## src/rtl/axi_mm_sched_pkg.sv

```systemverilog
// Shared types for the AXI-MM slave write-path scheduler.
//   aw_entry_t : one accepted write address as tracked by the AW queue {id, len}
//   w_state_e  : W-channel release state
//   beat_t     : burst beat counter, one bit wider than LEN so LEN=255 (256 beats) fits
package axi_mm_sched_pkg;

    localparam int ID_WIDTH  = 2;
    localparam int LEN_WIDTH = 8;
    localparam int BEAT_W    = LEN_WIDTH + 1;

    typedef struct packed {
        logic [ID_WIDTH-1:0]  id;
        logic [LEN_WIDTH-1:0] len;
    } aw_entry_t;

    typedef enum logic [0:0] {
        W_IDLE = 1'b0,
        W_DATA = 1'b1
    } w_state_e;

    typedef logic [BEAT_W-1:0] beat_t;

    // True when the beat being transferred is the final beat of a burst of length len+1.
    function automatic logic is_last_beat(input beat_t beat, input logic [LEN_WIDTH-1:0] len);
        return beat == {1'b0, len};
    endfunction

endpackage

```

## src/rtl/axi_mm_sched_fifo.sv

```systemverilog
// Synchronous FIFO of accepted AW entries.
//   clk, rst_n : clock and synchronous active-low reset (reset empties the queue)
//   push       : write wr_data at the tail
//   pop        : retire the head entry
//   wr_data    : entry to push
//   full/empty : occupancy flags (pointers carry one extra wrap bit)
//   head       : entry at the head of the queue
//   level      : current occupancy
module axi_mm_sched_fifo
    import axi_mm_sched_pkg::*;
#(
    parameter int DEPTH = 4
) (
    input  logic                     clk,
    input  logic                     rst_n,
    input  logic                     push,
    input  logic                     pop,
    input  aw_entry_t                wr_data,
    output logic                     full,
    output logic                     empty,
    output aw_entry_t                head,
    output logic [$clog2(DEPTH):0]   level
);

    localparam int AW = $clog2(DEPTH);

    logic [AW:0] wr_ptr_r;
    logic [AW:0] rd_ptr_r;
    aw_entry_t   mem_r [DEPTH];

    // Pointer update; reset discards every queued entry.
    always_ff @(posedge clk) begin
        if (!rst_n) begin
            wr_ptr_r <= '0;
            rd_ptr_r <= '0;
        end else begin
            if (push) begin
                wr_ptr_r <= wr_ptr_r + (AW+1)'(1);
            end
            if (pop) begin
                rd_ptr_r <= rd_ptr_r + (AW+1)'(1);
            end
        end
    end

    // Entry storage; contents are don't-care while outside the valid pointer window.
    always_ff @(posedge clk) begin
        if (push) begin
            mem_r[wr_ptr_r[AW-1:0]] <= wr_data;
        end
    end

    // Same index with differing wrap bits means the write pointer lapped the read pointer.
    assign full  = (wr_ptr_r[AW] != rd_ptr_r[AW]) && (wr_ptr_r[AW-1:0] == rd_ptr_r[AW-1:0]);
    assign empty = (wr_ptr_r == rd_ptr_r);
    assign head  = mem_r[rd_ptr_r[AW-1:0]];
    assign level = wr_ptr_r - rd_ptr_r;

endmodule

```

## src/rtl/axi_mm_slave_wr_sched.sv

```systemverilog
// Write-path scheduler between the logic-link AW/W streams and the user AXI write channels.
// Only handshake and sequencing fields pass through; payload buses bypass this block.
//   clk_wr, rst_wr_n               : clock, synchronous active-low reset
//   user_aw_vld/awid_in/awlen_in   : AW from logic link; user_aw_ready back to it
//   user_awvalid/user_awready      : AW handshake toward user AXI
//   user_w_vld/wid_in/wlast_in     : W from logic link; user_w_ready back to it
//   user_wvalid/user_wready        : W handshake toward user AXI
//   user_bvalid/user_bready        : observed B handshake, retires an outstanding write
//   wr_outstanding                 : accepted writes awaiting B
//   err_wlast/err_wid/err_b_unexp  : sticky protocol error flags, cleared only by reset
module axi_mm_slave_wr_sched
    import axi_mm_sched_pkg::*;
#(
    parameter int AW_DEPTH        = 4,
    parameter int MAX_OUTSTANDING = 8,
    parameter int ID_WIDTH        = axi_mm_sched_pkg::ID_WIDTH,
    parameter int LEN_WIDTH       = axi_mm_sched_pkg::LEN_WIDTH
) (
    input  logic                                 clk_wr,
    input  logic                                 rst_wr_n,
    input  logic                                 user_aw_vld,
    input  logic [ID_WIDTH-1:0]                  user_awid_in,
    input  logic [LEN_WIDTH-1:0]                 user_awlen_in,
    output logic                                 user_aw_ready,
    output logic                                 user_awvalid,
    input  logic                                 user_awready,
    input  logic                                 user_w_vld,
    input  logic [ID_WIDTH-1:0]                  user_wid_in,
    input  logic                                 user_wlast_in,
    output logic                                 user_w_ready,
    output logic                                 user_wvalid,
    input  logic                                 user_wready,
    input  logic                                 user_bvalid,
    input  logic                                 user_bready,
    output logic [$clog2(MAX_OUTSTANDING+1)-1:0] wr_outstanding,
    output logic                                 err_wlast,
    output logic                                 err_wid,
    output logic                                 err_b_unexp
);

    localparam int OUT_W = $clog2(MAX_OUTSTANDING+1);
    localparam int LVL_W = $clog2(AW_DEPTH) + 1;

    logic             q_full_s;
    logic             q_empty_s;
    aw_entry_t        q_head_s;
    aw_entry_t        q_wr_data_s;
    logic [LVL_W-1:0] q_level_s;

    logic             can_aw_s;
    logic             aw_hs_s;
    logic             b_hs_s;
    logic             w_active_s;
    logic             w_hs_s;
    logic             last_beat_s;
    logic             pop_s;

    w_state_e         w_state_r;
    beat_t            beat_cnt_r;
    logic [OUT_W-1:0] outstanding_r;
    logic             err_wlast_r;
    logic             err_wid_r;
    logic             err_b_unexp_r;

    assign q_wr_data_s = '{id: user_awid_in, len: user_awlen_in};

    axi_mm_sched_fifo #(
        .DEPTH   (AW_DEPTH)
    ) u_aw_q (
        .clk     (clk_wr),
        .rst_n   (rst_wr_n),
        .push    (aw_hs_s),
        .pop     (pop_s),
        .wr_data (q_wr_data_s),
        .full    (q_full_s),
        .empty   (q_empty_s),
        .head    (q_head_s),
        .level   (q_level_s)
    );

    // W release: only while a burst is queued; the reset cycle produces no handshake.
    assign w_active_s  = rst_wr_n && (w_state_r == W_DATA) && !q_empty_s;
    assign last_beat_s = is_last_beat(beat_cnt_r, q_head_s.len);

    // W channel gating; ready is returned only alongside a presented valid.
    always_comb begin
        user_wvalid  = 1'b0;
        user_w_ready = 1'b0;
        if (w_active_s) begin
            user_wvalid  = user_w_vld;
            user_w_ready = user_wready & user_w_vld;
        end else begin
            user_wvalid  = 1'b0;
            user_w_ready = 1'b0;
        end
    end

    assign w_hs_s = user_wvalid & user_wready;
    assign pop_s  = w_hs_s & last_beat_s;

    // A pop in the same cycle frees a slot, so a full queue does not block the push.
    assign can_aw_s      = rst_wr_n && (!q_full_s || pop_s) &&
                           (outstanding_r < OUT_W'(MAX_OUTSTANDING));
    assign user_awvalid  = user_aw_vld & can_aw_s;
    assign user_aw_ready = user_awready & user_awvalid;
    assign aw_hs_s       = user_awvalid & user_awready;
    assign b_hs_s        = rst_wr_n & user_bvalid & user_bready;

    // W FSM and beat counter; the beat count alone decides where a burst ends.
    always_ff @(posedge clk_wr) begin
        if (!rst_wr_n) begin
            w_state_r  <= W_IDLE;
            beat_cnt_r <= '0;
        end else begin
            case (w_state_r)
                W_IDLE: begin
                    beat_cnt_r <= '0;
                    if (aw_hs_s || !q_empty_s) begin
                        w_state_r <= W_DATA;
                    end else begin
                        w_state_r <= W_IDLE;
                    end
                end
                W_DATA: begin
                    if (w_hs_s && last_beat_s) begin
                        beat_cnt_r <= '0;
                        // Last entry leaves with nothing arriving behind it.
                        if ((q_level_s == LVL_W'(1)) && !aw_hs_s) begin
                            w_state_r <= W_IDLE;
                        end else begin
                            w_state_r <= W_DATA;
                        end
                    end else if (w_hs_s) begin
                        beat_cnt_r <= beat_cnt_r + BEAT_W'(1);
                        w_state_r  <= W_DATA;
                    end else begin
                        w_state_r  <= W_DATA;
                    end
                end
                default: begin
                    w_state_r  <= W_IDLE;
                    beat_cnt_r <= '0;
                end
            endcase
        end
    end

    // Outstanding-write counter; a B with nothing outstanding leaves it at zero.
    always_ff @(posedge clk_wr) begin
        if (!rst_wr_n) begin
            outstanding_r <= '0;
        end else begin
            case ({aw_hs_s, b_hs_s})
                2'b10: outstanding_r <= outstanding_r + OUT_W'(1);
                2'b01: begin
                    if (outstanding_r != OUT_W'(0)) begin
                        outstanding_r <= outstanding_r - OUT_W'(1);
                    end else begin
                        outstanding_r <= outstanding_r;
                    end
                end
                default: outstanding_r <= outstanding_r;
            endcase
        end
    end

    // Sticky protocol error flags.
    always_ff @(posedge clk_wr) begin
        if (!rst_wr_n) begin
            err_wlast_r   <= 1'b0;
            err_wid_r     <= 1'b0;
            err_b_unexp_r <= 1'b0;
        end else begin
            if (w_hs_s && (user_wlast_in != last_beat_s)) begin
                err_wlast_r <= 1'b1;
            end
            if (w_hs_s && (user_wid_in != q_head_s.id)) begin
                err_wid_r <= 1'b1;
            end
            if (b_hs_s && (outstanding_r == OUT_W'(0))) begin
                err_b_unexp_r <= 1'b1;
            end
        end
    end

    assign wr_outstanding = outstanding_r;
    assign err_wlast      = err_wlast_r;
    assign err_wid        = err_wid_r;
    assign err_b_unexp    = err_b_unexp_r;

endmodule
```

## config.mk

```make
export PLATFORM = sky130hd
export DESIGN_NAME = axi_mm_slave_wr_sched
export DESIGN_NICKNAME = d
export VERILOG_FILES = /design/src/rtl/axi_mm_sched_pkg.sv /design/src/rtl/axi_mm_sched_fifo.sv /design/src/rtl/axi_mm_slave_wr_sched.sv
export SDC_FILE = /design/constraint.sdc
export NUM_CORES = 1
export LEC_CHECK = 0
export BUFFER_PORTS_ARGS = -buffer_cell sky130_fd_sc_hd__buf_2
export CORE_MARGIN = 2
export CORE_UTILIZATION = 35
export DETAILED_ROUTE_END_ITERATION = 10
export PLACE_DENSITY_LB_ADDON = 0.3
export SYNTH_ARGS = -nofsm -noshare
export SYNTH_HDL_FRONTEND = slang
export SYNTH_SLANG_ARGS = --single-unit
export TNS_END_PERCENT = 50
```

## constraint.sdc

```tcl
create_clock -name clk_wr -period 4.05 [get_ports clk_wr]
set_clock_uncertainty 0.1 [all_clocks]
set_input_delay 0 -clock clk_wr [delete_from_list [all_inputs] [get_ports clk_wr]]
set_output_delay 0 -clock clk_wr [all_outputs]
set_load 0.01 [all_outputs]
```

After elaboration in Yosys (flattened, before gate mapping)
Memories as Yosys holds them, arrays and structs flattened. A register that Yosys moved wholly into a read port is not among the register bits.
Cells that the tools add are included.
{"block": "classes", "add_sub_neg": 6, "multipliers": 0, "div_mod_pow": 0, "magnitude_cmp": 1, "n_eq_ne": 11, "shift": 0, "mux": 15, "bitwise_logic": 8, "reduce_logical": 19}
{"operator": "$mux 9", "n": 2}
{"operator": "$pmux 9 s2", "n": 1}
{"operator": "$logic_and 1x1->1", "n": 10}
{"operator": "$add 9x1->9 const B", "n": 1}
{"operator": "$eq 9x8->1", "n": 1}
{"operator": "$pmux 4 s2", "n": 1}
{"operator": "$and 1x1->1", "n": 7}
{"operator": "$mux 1", "n": 7}
{"operator": "$add 3x1->3 const B", "n": 2}
{"operator": "$add 4x1->4 const B", "n": 1}
{"operator": "$logic_not 4->1", "n": 1}
{"operator": "$lt 4x4->1 const B", "n": 1}
{"operator": "$mux 2", "n": 2}
{"operator": "$mux 4", "n": 1}
{"operator": "$reduce_bool 4->1", "n": 1}
{"operator": "$sub 4x1->4 const B", "n": 1}
{"operator": "$eq 3x1->1 const B", "n": 1}
{"operator": "$eq 3x3->1", "n": 1}
{"operator": "$logic_not 1->1", "n": 3}
{"operator": "$ne 3x2->1 const B", "n": 1}
{"operator": "$sub 3x3->3", "n": 1}
{"operator": "$eq 2x1->1 const B", "n": 1}
{"operator": "$eq 2x2->1", "n": 1}
{"operator": "$eq 2x2->1 const B", "n": 1}
{"operator": "8 further kinds", "n": 10}
{"block": "word_totals", "reg_bits": 23, "latch_bits": 0, "mem_bits_rw": 40, "romBits": 0, "out_inout_bits": 11, "word_cells": 69, "mem_count": 1}
{"memory": "u_aw_q.mem_r", "depth": 4, "width": 10, "rd": 1, "rd_clocked_by_memory_dff": 1, "write_ports": 1, "line": "axi_mm_sched_fifo.sv:29", "rtl": "aw_entry_t mem_r [DEPTH];"}

Longest topological paths before layout
Gate-level depths: netlist (run 1).
{"block": "depth", "word_depth": 16, "ltp_mapped": 14, "ltp_nobuf": 12}

Hierarchy
Synthesis (run 1) repeated with hierarchy kept, for this count alone.
{"block": "hier_totals", "cells_unflattened": 218, "area_unflattened_um2": 2942.8}
{"mod": "axi_mm_sched_fifo", "instances": 1, "cells_per_inst": 99, "area_per_inst_um2": 1895.6, "seq_area_each_um2": 1361.3}
{"mod": "axi_mm_slave_wr_sched", "instances": 1, "cells_per_inst": 119, "area_per_inst_um2": 1047.3, "seq_area_each_um2": 340.3}

Worst setup path before layout (run 1)
Ideal clock, no wire load.
{"block": "synth_path", "path_type": "register to register", "start": "register (tool-made name)", "end": "register outstanding_r[1], in the netlist wr_outstanding[1]", "arrival_time_ns": 3.368, "t_required_ns": 3.876, "slack_ns": 0.508, "stages_incl_launch_ff": 12, "path_buffers": 1, "path_cell_list": "dfxtp_1 > mux4_2 > xor2_1 > or3_4 > nor4_4 > o211a_1 > buf_6 > nand2b_1 > fa_1 > or3_1 > a21o_1 > a31oi_1"}
{"element": "to (signal assigned)", "line": "axi_mm_slave_wr_sched.sv:154", "rtl": "2'b10: outstanding_r <= outstanding_r + OUT_W'(1);"}
{"element": "to (signal assigned)", "line": "axi_mm_slave_wr_sched.sv:157", "rtl": "outstanding_r <= outstanding_r - OUT_W'(1);"}
{"element": "to (signal assigned)", "line": "axi_mm_slave_wr_sched.sv:159", "rtl": "outstanding_r <= outstanding_r;"}
{"element": "to (decl)", "line": "axi_mm_slave_wr_sched.sv:60", "rtl": "logic [OUT_W-1:0] outstanding_r;"}

==> PnR_summary.wiki, run 1 <==
{| class="wikitable"
! Metric !! Value
|-
| Total chip power || ~1.3 mW
|-
| Peak VDD IR || 0.2299 mV
|-
| Initial drt markers || 83
|-
| Number of buffers on the longest clock path || 2
|-
| Area growth from synthesis to layout || 19.42%
|-
| P_leak || 1.327 nW
|-
| Max Clock Freq || approximately 280 MHz
|-
| Commonest cells after routing, fill and taps aside || sky130_fd_sc_hd__edfxtp_1, sky130_fd_sc_hd__buf_2, sky130_fd_sc_hd__dfxtp_1, sky130_fd_sc_hd__nor2_1, sky130_fd_sc_hd__xnor2_1
|-
| Max-slew violation count || 0
|-
| Die X || 96.22 µm
|-
| Initial antenna violation count || 0
|-
| Top flip-flop cell by instance count after synthesis || sky130_fd_sc_hd__edfxtp_1
|-
| Sequential cell area fraction in the yosys report || 57.17%
|-
| IO Port Bufs || 31
|-
| TritonCTS Sinks || 65
|-
| Share of layout cells above drive strength 1 || between 20% and 30%
|-
| Placer Congestion || approximately 0.75
|-
| Average size of a mapped cell || 13.11 µm²
|-
| Share of synthesized registers carrying an async set or reset || 0%
|-
| Global-route congestion overflow total || 0
|-
| Final setup violating endpoints || 0
|-
| Post-synth design cell area || 2977 µm²
|-
| DRT antenna net count || 0
|-
| List of cells traversed by the critical path || buf_4 > mux4_2 > xnor2_1 > nand4_1 > nor4_4 > o211a_1 > nand2b_1 > fa_1 > or3_1 > a21o_1 > a31oi_1
|-
| Core region area || 8217 µm²
|-
| Max-capacitance violation count || 0
|-
| Standard cell with the maximum stage delay on the critical path || sky130_fd_sc_hd__dfxtp_1
|-
| Worst stage delay on the critical path || roughly 540 ps
|-
| Global-route wire length before repair || about 9.2 mm
|-
| Root buf cell || sky130_fd_sc_hd__clkbuf_8
|-
| Global-route usage over all layers || between 10 and 15%
|-
| Power density over the cells || 367.4 nW/µm²
|-
| Mean routed wirelength per cell || 14.95 µm
|-
| Final hold violation count || 0
|-
| Y dimension of the die || around 96 µm
|-
| Most common cell after layout, fill and taps aside || sky130_fd_sc_hd__edfxtp_1
|-
| TritonCTS clock tree || built
|-
| Final net count || 312
|-
| Largest delay contributor family on the critical path || simple AND/OR/NAND/NOR gates
|-
| Worst-path fanout max || 8
|-
| Post-synth EDFFs || 40
|-
| Number of filler cells placed in the layout || between 700 and 800
|-
| Count of instances resized after the clock tree is built || 0
|-
| Min-delay worst type || primary input to register
|-
| Die Footprint || ~9000 µm²
|-
| Detailed-route DRC error count || 0
|-
| Pin count of the biggest net entering global routing || 18
|-
| Clock Pin Slew Worst Setup and Hold Paths || around 80 ps
|-
| Count of warnings emitted by yosys || 0
|-
| Slew at the pin with the worst max-slew slack || 633.8 ps
|-
| Detailed-route vias per instance || 4.751
|-
| Final cycle utilization of the critical path || between 80% and 90%
|-
| Worst Path Required || 4210 ps
|-
| Total routed wirelength || approximately 5.8 mm
|-
| Final-layout setup total negative slack || 0 ps
|-
| Synth unique cells || 45
|-
| Total of flip-flops plus latches after synthesis || 65
|-
| First-pass iteration count of the detailed router || 4
|-
| Antenna fix cells || 0
|-
| Crit path buf inv count || 1
|-
| Site row count || 33
|-
| Worst path arrival time || 3790 ps
|-
| H-tree depth || 3
|-
| Final period demand of the worst path || 3625 ps
|-
| Effective utilization at floorplan || between 30% and 40%
|-
| Clock Latency Late Sink || 340 ps
|-
| Count of pins on the block boundary || 32
|-
| Number of vias in the routed layout || 1,848
|-
| Startpoint type of the worst setup path || register
|-
| RSZ-0062 raised after global routing || false
|-
| Cell count after synthesis || approximately 230
|-
| Via count of the first global-routing pass || 1,835
|-
| Detailed placement HPWL || 4.052 mm
|-
| Setup crit end kind || register
|-
| Max transition margin || a little under three fifths
|-
| Outcome || complete, no violations
|-
| Post-Synthesis Net Count || between 200 and 300
|-
| Number of clock buffers inserted by TritonCTS || 9
|-
| WS Path Type || register to register
|}
==> per-layer routing <==
layer	global-route usage, %	part of all wire [%]	vias to the layer above	routed length, µm
li1	-	-	927	-
met1	17.78	48	894	2769
met2	21.41	48	20	2805
met3	4.385	2.7	7	157
met4	5.119	1.4	0	82
met5	0	0	-	0
==> path summary, 6_finish.rpt <==
path                       endpoint   startpoint  slack (ps)  depth (start not counted)
setup / recovery  wr_outstanding[1]     register         420                         11
hold reg to reg             err_wid      err_wid         380                          2
setup reg to reg  wr_outstanding[1]     register         420                         11
hold / removal          err_b_unexp  user_bvalid         110                          4
==> logic make-up (layout without fill, tap and decap cells) <==
family,after synthesis,after routing,share of synthesized area (%)
flip-flops,65,65,57.17
buffers and inverters,18,75,3.194
AO/OA/AOI/OAI,23,23,5.423
multiplexers,19,19,9.794
XOR/XNOR,25,25,7.356
adder cells (fa/ha/maj),12,12,5.549
AND/OR/NAND/NOR,65,65,11.52
==> flip-flops by register name, summed over array words and instances, names as in the netlist, named ones only <==
signal / count
err_b_unexp: 1
u_aw_q.rd_ptr_r: 3
err_wid: 1
u_aw_q.wr_ptr_r: 3
err_wlast: 1
wr_outstanding: 4
w_state_r: 1
u_aw_q.mem_r: 40
beat_cnt_r: 9
==> Yosys cell counts (2+ instances only) <==
cell type | count | share of area, %
sky130_fd_sc_hd__fa_1 | 2 | 1.3
sky130_fd_sc_hd__nand4b_1 | 2 | 0.59
sky130_fd_sc_hd__nand3b_1 | 2 | 0.50
sky130_fd_sc_hd__mux2i_1 | 10 | 3.4
sky130_fd_sc_hd__nand2_1 | 10 | 1.3
sky130_fd_sc_hd__xor2_1 | 10 | 2.9
sky130_fd_sc_hd__xnor2_1 | 15 | 4.4
sky130_fd_sc_hd__o21a_1 | 2 | 0.50
sky130_fd_sc_hd__dfxtp_1 | 25 | 17
sky130_fd_sc_hd__ha_1 | 10 | 4.2
sky130_fd_sc_hd__nand4_1 | 2 | 0.42
sky130_fd_sc_hd__nand3_1 | 4 | 0.67
sky130_fd_sc_hd__mux4_2 | 8 | 6.1
sky130_fd_sc_hd__nand2b_1 | 2 | 0.42
sky130_fd_sc_hd__edfxtp_1 | 40 | 40
sky130_fd_sc_hd__buf_6 | 2 | 0.76
sky130_fd_sc_hd__and2_1 | 5 | 1.1
sky130_fd_sc_hd__a21oi_1 | 6 | 1.0
sky130_fd_sc_hd__clkbuf_1 | 4 | 0.50
sky130_fd_sc_hd__and3_1 | 7 | 1.5
sky130_fd_sc_hd__inv_1 | 9 | 1.1
sky130_fd_sc_hd__a31oi_1 | 3 | 0.63
sky130_fd_sc_hd__a21o_1 | 2 | 0.50
sky130_fd_sc_hd__nor2_1 | 24 | 3.0
==> timing repair <==
item / 4_1_cts / 5_1_grt
hold endpoints to repair: 47 / 0
hold buffers: 14 / 0
endpoints found under the setup margin: 0 / 0
buffers inserted: 0 / 0
==> report_power, final <==
group	leakage (nW)	switching [mW]	total (mW)	internal (mW)
clock	0.0862	0.277	0.504	0.227
combinational	0.677	0.0429	0.0824	0.0395
sequential	0.563	0.00834	0.719	0.711
total	1.33	0.329	1.31	0.978
==> layout make-up <==
class	instances	area (µm²)	share of cell area (%)
sequential	65	1702	47.87
multi-input combinational	144	1180	33.19
timing repair buffer	49	325.3	9.152
tap	105	131.4	3.696
clock buffer	9	123.9	3.485
clock inverter	7	55.05	1.549
inverter	10	37.54	1.056
==> worst min-delay path, cell delays in order <==
cell	delay, ps
sky130_fd_sc_hd__buf_2	80
sky130_fd_sc_hd__and3_1	260
sky130_fd_sc_hd__a21oi_1	90
sky130_fd_sc_hd__nor2_1	80
==> stage by stage <==
step | instance area (µm²) | utilization, % | instances | hold slack, ps | setup slack [ps]
6_report | 3555 | 43.26 | 389 | 115.0 | 424.8
4_1_cts | 3555 | 43.26 | 389 | 99.57 | 356.4
5_1_grt | 3555 | 43.26 | 389 | 138.4 | 128.3
3_5_place_dp | 3236 | 39.38 | 359 | 122.7 | 393.7
3_3_place_gp | 3236 | 39.38 | 359 | 116.9 | 514.2
2_1_floorplan | 2977 | - | 227 | -1.131 | 508.3
No activity file was read; power rests on OpenSTA's default activity.
==> inputs of run 2 (changes only) <==
SETUP_SLACK_MARGIN = 0.5   (was unset)
==> run 2 against run 1 <==
  * Setup slack improved by 260 ps
  * Via count did not move
  * Critical path type unchanged
  * Sequential power barely moved
  * Utilization rose by 0.47 points
  * Sequential share of layout area fell by 0.38 points
  * Register-to-register slack improved by 260 ps
  * Die area did not move
  * Critical path depth fell by 1
  * Combinational power rose by 1%
  * Critical endpoint unchanged
  * Clock power barely moved
  * Total power barely moved
  * Worst hold slack improved by 20 ps
==> PnR_summary.wiki, run 2 (synthesized netlist as in run 1, its figures left out) <==
{| class="wikitable"
! Metric !! Value
|-
| Core region area || 8217 µm² (unchanged)
|-
| Antenna fix cells || 0 (unchanged)
|-
| Worst path arrival time || 3530 ps (-260 ps)
|-
| End of the worst hold path || wr_outstanding[0]
|-
| Number of buffers on the longest clock path || 2 (unchanged)
|-
| Detailed-route DRC error count || 0 (unchanged)
|-
| Final period demand of the worst path || 3363 ps (-262.3 ps)
|-
| Max-capacitance violation count || 0 (unchanged)
|-
| Die X || 96.22 µm (unchanged)
|-
| Cell count along the critical path || 10 (-1)
|-
| Setup crit end kind || register
|-
| Number of clock buffers inserted by TritonCTS || 9 (unchanged)
|-
| Number of filler cells placed in the layout || 751 (-0.79%)
|-
| Placed Instance Area || 3236 µm² (unchanged)
|-
| Clock Latency Late Sink || 350 ps (about the same)
|-
| Power density over the cells || 363.6 nW/µm² (-1.0%)
|-
| Outcome || complete, no violations
|-
| Clock Pin Slew Worst Setup and Hold Paths || 80 ps (about the same)
|-
| Slew at the pin with the worst max-slew slack || 634.7 ps (+0.9097 ps)
|-
| Y dimension of the die || 96.22 µm (unchanged)
|-
| TritonCTS Sinks || 65 (unchanged)
|-
| Final cycle utilization of the critical path || 83.03% (-6.5 points)
|-
| WS Path Type || register to register
|-
| TritonCTS clock tree || built
|-
| Root buf cell || sky130_fd_sc_hd__clkbuf_8
|-
| Number of vias in the routed layout || 1,848 (unchanged)
|-
| Worst setup slack for register-to-register paths || 690 ps (+260 ps)
|-
| Global-route usage over all layers || 13.70% (unchanged)
|-
| Standard cell with the maximum stage delay on the critical path || sky130_fd_sc_hd__mux4_2
|-
| Area growth from synthesis to layout || 20.72%
|-
| Worst-path fanout max || 6 (-2)
|-
| RSZ-0062 raised after global routing || false
|-
| Initial antenna violation count || 0 (unchanged)
|-
| List of cells traversed by the critical path || mux4_2 > xor2_1 > or3_4 > nor4_4 > o211a_1 > nand2b_4 > fa_1 > or3_1 > a21o_1 > a31oi_1
|-
| Share of layout cells above drive strength 1 || 24.13% (+1.9 points)
|-
| Endpoint of the worst-slack reg-to-reg timing path || wr_outstanding[1]
|-
| Worst Path Required || 4220 ps (about the same)
|-
| P_leak || 1.345 nW (+1.4%)
|-
| DRT antenna net count || 0 (unchanged)
|-
| Max Clock Freq || 297.4 MHz (+7.8%)
|-
| Detailed placement HPWL || 4.052 mm (unchanged)
|-
| Mean routed wirelength per cell || 14.94 µm (about the same)
|-
| Worst stage delay on the critical path || 510 ps (-30 ps)
|-
| Placer Congestion || 0.7456 (unchanged)
|-
| Die Footprint || 9258 µm² (unchanged)
|-
| Global-route wire length before repair || 9.177 mm (unchanged)
|-
| Post-route cell area || 3593 µm² (+1.1%)
|-
| Via count of the first global-routing pass || 1,835 (unchanged)
|-
| Final net count || 314 (+0.64%)
|-
| Largest delay contributor family on the critical path || simple AND/OR/NAND/NOR gates
|-
| Total routed wirelength || 5.840 mm (+0.45%)
|-
| Max-slew violation count || 0 (unchanged)
|-
| Flip-flop count of the largest register, all copies and words added || 40 (unchanged)
|-
| Count of pins on the block boundary || 32 (unchanged)
|-
| Final hold violation count || 0 (unchanged)
|-
| Peak VDD IR || 0.2301 mV (+0.10%)
|-
| First-pass iteration count of the detailed router || 4 (unchanged)
|-
| Detailed-route vias per instance || 4.726 (-0.51%)
|-
| Final-layout setup total negative slack || 0 ps (unchanged)
|-
| Min-delay worst type || primary input to register
|-
| Pin count of the biggest net entering global routing || 18 (unchanged)
|-
| Depth of the worst register-to-register path || 10 (-1)
|-
| Startpoint type of the worst setup path || register
|-
| IO Port Bufs || 31 (unchanged)
|-
| Total chip power || 1.307 mW (about the same)
|-
| Global-route congestion overflow total || 0 (unchanged)
|-
| Commonest cells after routing, fill and taps aside || sky130_fd_sc_hd__edfxtp_1, sky130_fd_sc_hd__buf_2, sky130_fd_sc_hd__nor2_1, sky130_fd_sc_hd__dfxtp_1
|-
| WHS Path Cells || 4 (unchanged)
|-
| H-tree depth || 3 (unchanged)
|-
| Most common cell after layout, fill and taps aside || sky130_fd_sc_hd__edfxtp_1
|-
| Crit path buf inv count || 0 (-1)
|-
| Effective utilization at floorplan || 36.23% (unchanged)
|-
| Max transition margin || 57.30% (-0.061 points)
|-
| Final setup violating endpoints || 0 (unchanged)
|-
| Initial drt markers || 85 (+2.4%)
|-
| Worst min-delay path startpoint || user_bready
|-
| Site row count || 33 (unchanged)
|}
-- run 2: metal layers --
| metal | global-route usage, % | share of wire, % | up-vias |
|---|---|---|---|
| met5 | 0 | 0 | - |
| met4 | 5.119 | 1.5 | 0 |
| met3 | 4.385 | 2.7 | 8 |
| met2 | 21.41 | 48 | 19 |
| met1 | 17.78 | 48 | 893 |
| li1 | - | - | 928 |
-- run 2: report_power, final --
| part | internal, mW | switching [mW] |
|---|---|---|
| clock network | 0.227 | 0.277 |
| registers | 0.710 | 0.00833 |
| logic | 0.0403 | 0.0433 |
-- run 2: cell type report --
| class | count | area (µm²) | area share [%] |
|---|---|---|---|
| clock inverter | 7 | 55.05 | 1.532 |
| multi-input combinational | 144 | 1195 | 33.25 |
| timing repair buffer | 51 | 344.1 | 9.575 |
| tap | 105 | 131.4 | 3.656 |
| clock buffer | 9 | 123.9 | 3.447 |
| inverter | 10 | 37.54 | 1.045 |
| sequential | 65 | 1707 | 47.49 |
-- run 2: how the worst max path moves through the flow --
stage	slack, ps	endpoint	startpoint
5_1_grt	530	wr_outstanding[1]	register
4_1_cts	500	wr_outstanding[1]	register
6_report	690	wr_outstanding[1]	register
3_5_place_dp	390	wr_outstanding[1]	register
2_1_floorplan	510	wr_outstanding[1]	register
3_3_place_gp	510	wr_outstanding[1]	register
-- run 2: worst min-delay path, delay by kind of cell --
family / cells / cell delay, ps
simple gates: 1 / 220
compound gates: 1 / 110
xor+xnor: 1 / 100
buf+inv: 1 / 100
-- run 2: through the flow --
step	setup WS, ps	std cells	util (%)	hold slack (ps)
4_1_cts	502.3	389	43.28	99.57
2_1_floorplan	508.3	227	-	-1.131
3_3_place_gp	514.2	359	39.38	116.9
5_1_grt	529.4	391	43.73	169.4
3_5_place_dp	393.7	359	39.38	122.7
6_report	687.1	391	43.73	135.2
-- run 2: timing repair --
item / 4_1_cts / 5_1_grt
hold buffers: 14 / 0
endpoints found under the hold margin: 47 / 0
buffers inserted: 0 / 2
cloned: 0 / 0
resized for setup: 1 / 5
pin swaps: 0 / 2
setup endpoints to repair: 2 / 2
==> inputs of run 3 (changes only) <==
clock period = 3.05 ns   (was 4.05 ns; I/O delays follow)
==> run 3 against run 2 <==
  * The flow now finishes with violations (negative setup slack)
  * First-iteration DRC count shrank 65%
  * Global-route usage hardly changed
  * Final cell count grew 4.9%
  * Combinational power rose by 64%
  * Sequential share of layout area decreased by 3.8 points
  * Critical path depth unchanged
  * Via count grew 4.9%
  * Wire length shrank 0.45%
  * Sequential power increased by 33%
  * Setup slack worse by 940 ps
  * Register-to-register slack got worse by 940 ps
  * Critical endpoint unchanged
  * Largest cell class unchanged
==> PnR_summary.wiki, run 3 (synthesized netlist as in run 1, its figures left out) <==
{| class="wikitable"
! Metric !! Value
|-
| Final cycle utilization of the critical path || 108.2% (+25 points)
|-
| Flip-flop count of the largest register, all copies and words added || 40 (unchanged)
|-
| TritonCTS Sinks || 65 (unchanged)
|-
| Final setup violating endpoints || 3 (+3)
|-
| TritonCTS clock tree || built
|-
| Min-delay worst type || primary input to register
|-
| Detailed placement HPWL || 4.008 mm (-1.1%)
|-
| Commonest cells after routing, fill and taps aside || sky130_fd_sc_hd__edfxtp_1, sky130_fd_sc_hd__buf_2, sky130_fd_sc_hd__nor2_1, sky130_fd_sc_hd__dfxtp_1, sky130_fd_sc_hd__buf_4
|-
| Max-slew violation count || 0 (unchanged)
|-
| Worst stage delay on the critical path || 500 ps (about the same)
|-
| Post-route cell area || 3905 µm² (+8.7%)
|-
| Standard cell with the maximum stage delay on the critical path || sky130_fd_sc_hd__mux4_2
|-
| Max Clock Freq || 303.0 MHz (+1.9%)
|-
| Worst Slack Setup Final || -250.1 ps (-937.2 ps)
|-
| Worst-path fanout max || 3 (-3)
|-
| Placed Instance Area || 3393 µm² (+4.9%)
|-
| Site row count || 33 (unchanged)
|-
| DRT antenna net count || 0 (unchanged)
|-
| Post-place setup slack || -311.5 ps (-705.2 ps)
|-
| P_leak || 1.477 nW (+9.8%)
|-
| Startpoint type of the worst setup path || register
|-
| Via count of the first global-routing pass || 1,897 (+3.4%)
|-
| Core region area || 8217 µm² (unchanged)
|-
| Final net count || 334 (+6.4%)
|-
| Initial antenna violation count || 0 (unchanged)
|-
| Final period demand of the worst path || 3300 ps (-62.77 ps)
|-
| Global-route wire length before repair || 9.273 mm (+1.0%)
|-
| RSZ-0062 raised after global routing || true
|-
| Die X || 96.22 µm (unchanged)
|-
| Count of pins on the block boundary || 32 (unchanged)
|-
| Max transition margin || 58.37% (+1.1 points)
|-
| Most common cell after layout, fill and taps aside || sky130_fd_sc_hd__edfxtp_1
|-
| Die Footprint || 9258 µm² (unchanged)
|-
| Violated checks || negative setup slack
|-
| Multi-input gate area || 1267 µm² (+6.1%)
|-
| Root buf cell || sky130_fd_sc_hd__clkbuf_8
|-
| Area growth from synthesis to layout || 31.19%
|-
| Number of vias in the routed layout || 1,938 (+4.9%)
|-
| Setup crit end kind || register
|-
| Outcome || finished with violations
|-
| Slew at the pin with the worst max-slew slack || 618.8 ps (-15.88 ps)
|-
| Mean routed wirelength per cell || 14.18 µm (-5.1%)
|-
| WHS Path Cells || 3 (-1)
|-
| Antenna fix cells || 0 (unchanged)
|-
| Worst path arrival time || 3460 ps (-70 ps)
|-
| Initial drt markers || 30 (-65%)
|-
| IO Port Bufs || 31 (unchanged)
|-
| Clock Latency Late Sink || 340 ps (about the same)
|-
| Global-route congestion overflow total || 0 (unchanged)
|-
| Effective utilization at floorplan || 36.23% (unchanged)
|-
| Pin count of the biggest net entering global routing || 19 (+1)
|-
| Placer Congestion || 0.7303 (-2.1%)
|-
| End-of-flow core utilization || 47.53% (+3.8 points)
|-
| Max-capacitance violation count || 0 (unchanged)
|-
| List of cells traversed by the critical path || mux4_2 > xor2_1 > or3_4 > nor4_4 > o211a_1 > nand2b_4 > fa_1 > or3_1 > a21o_1 > a31oi_1
|-
| Share of layout cells above drive strength 1 || 32.46% (+8.3 points)
|-
| Peak VDD IR || 0.2305 mV (+0.17%)
|-
| Y dimension of the die || 96.22 µm (unchanged)
|-
| Number of buffers on the longest clock path || 2 (unchanged)
|-
| Sequential standard cell area || 1707 µm² (unchanged)
|-
| Total routed wirelength || 5.814 mm (-0.45%)
|-
| Detailed-route DRC error count || 0 (unchanged)
|-
| Clock Pin Slew Worst Setup and Hold Paths || 70 ps (about the same)
|-
| Power density over the cells || 476.6 nW/µm² (+31%)
|-
| Depth of the worst register-to-register path || 10 (unchanged)
|-
| Detailed-route vias per instance || 4.727 (about the same)
|-
| Worst Path Required || 3210 ps (-1010 ps)
|-
| Global-route usage over all layers || 13.69% (about the same)
|-
| Final hold violation count || 0 (unchanged)
|-
| Number of filler cells placed in the layout || 729 (-2.9%)
|-
| WS Path Type || register to register
|-
| First-pass iteration count of the detailed router || 4 (unchanged)
|-
| H-tree depth || 3 (unchanged)
|-
| Number of clock buffers inserted by TritonCTS || 9 (unchanged)
|}
[run 3: cell count changes in the layout (fill, tap and decap cells not counted), sizes merged]
cell	change
clkinv	-1
buf	+18
and2	+2
bufinv	+2
inv	-2
[run 3: what timing repair did]
| item | 4_1_cts | 5_1_grt |
|---|---|---|
| hold endpoints to repair | 47 | 0 |
| resized for setup | 5 | 19 |
| gates cloned | 1 | 1 |
| pin swaps | 12 | 13 |
| buffers inserted | 4 | 4 |
| endpoints found under the setup margin | 55 | 62 |
| hold buffers | 14 | 0 |
[run 3: area by class of cell]
type	instances	share of cell area [%]
Clock buffer	9	3.172
Sequential cell	65	43.70
Inverter	10	0.9612
Timing Repair Buffer	69	14.19
Clock inverter	6	2.147
Multi-Input combinational cell	146	32.46
Tap cell	105	3.364
[run 3: per-layer routing]
layer  wire length (µm)  share of wire (%)  up-vias  global-route usage [%]
met1               2683                 46      930                   17.45
met5                  0                  0        -                       0
li1                   -                  -      972                       -
met4                 94                1.6        0                   6.667
met2               2846                 49       28                   21.18
met3                189                3.3        8                   4.150
[run 3: final timing paths]
kind | slack (ps) | to | startpoint
setup / recovery | -250 | wr_outstanding[1] | register
setup reg to reg | -250 | wr_outstanding[1] | register
hold / removal | 90 | w_state_r | rst_wr_n
hold reg to reg | 370 | err_wlast | err_wlast
[run 3: critical path: cells and delay by family (launching register included)]
kind	cells	cell delay, ps
AO/OA/AOI/OAI	3	500
XOR/XNOR	1	150
adder cells (fa/ha/maj)	1	420
flip-flops	1	380
multiplexers	1	500
AND/OR/NAND/NOR	4	1150
[run 3: power by group]
part	total [mW]	internal, mW	switching (mW)	leakage, nW
combinational	0.137	0.0725	0.0645	0.814
sequential	0.955	0.944	0.0105	0.565
clock	0.769	0.451	0.319	0.0987
[run 3: stage by stage]
step	hold slack, ps	TNS (ps)	power [mW]	cells
6_report	90.25	-458.4	1.861	410
3_3_place_gp	113.8	-351.0	1.081	371
4_1_cts	88.90	-421.6	1.875	405
2_1_floorplan	-1.131	-770.1	1.039	227
3_5_place_dp	119.1	-458.7	1.082	371
5_1_grt	136.8	-866.6	1.937	410
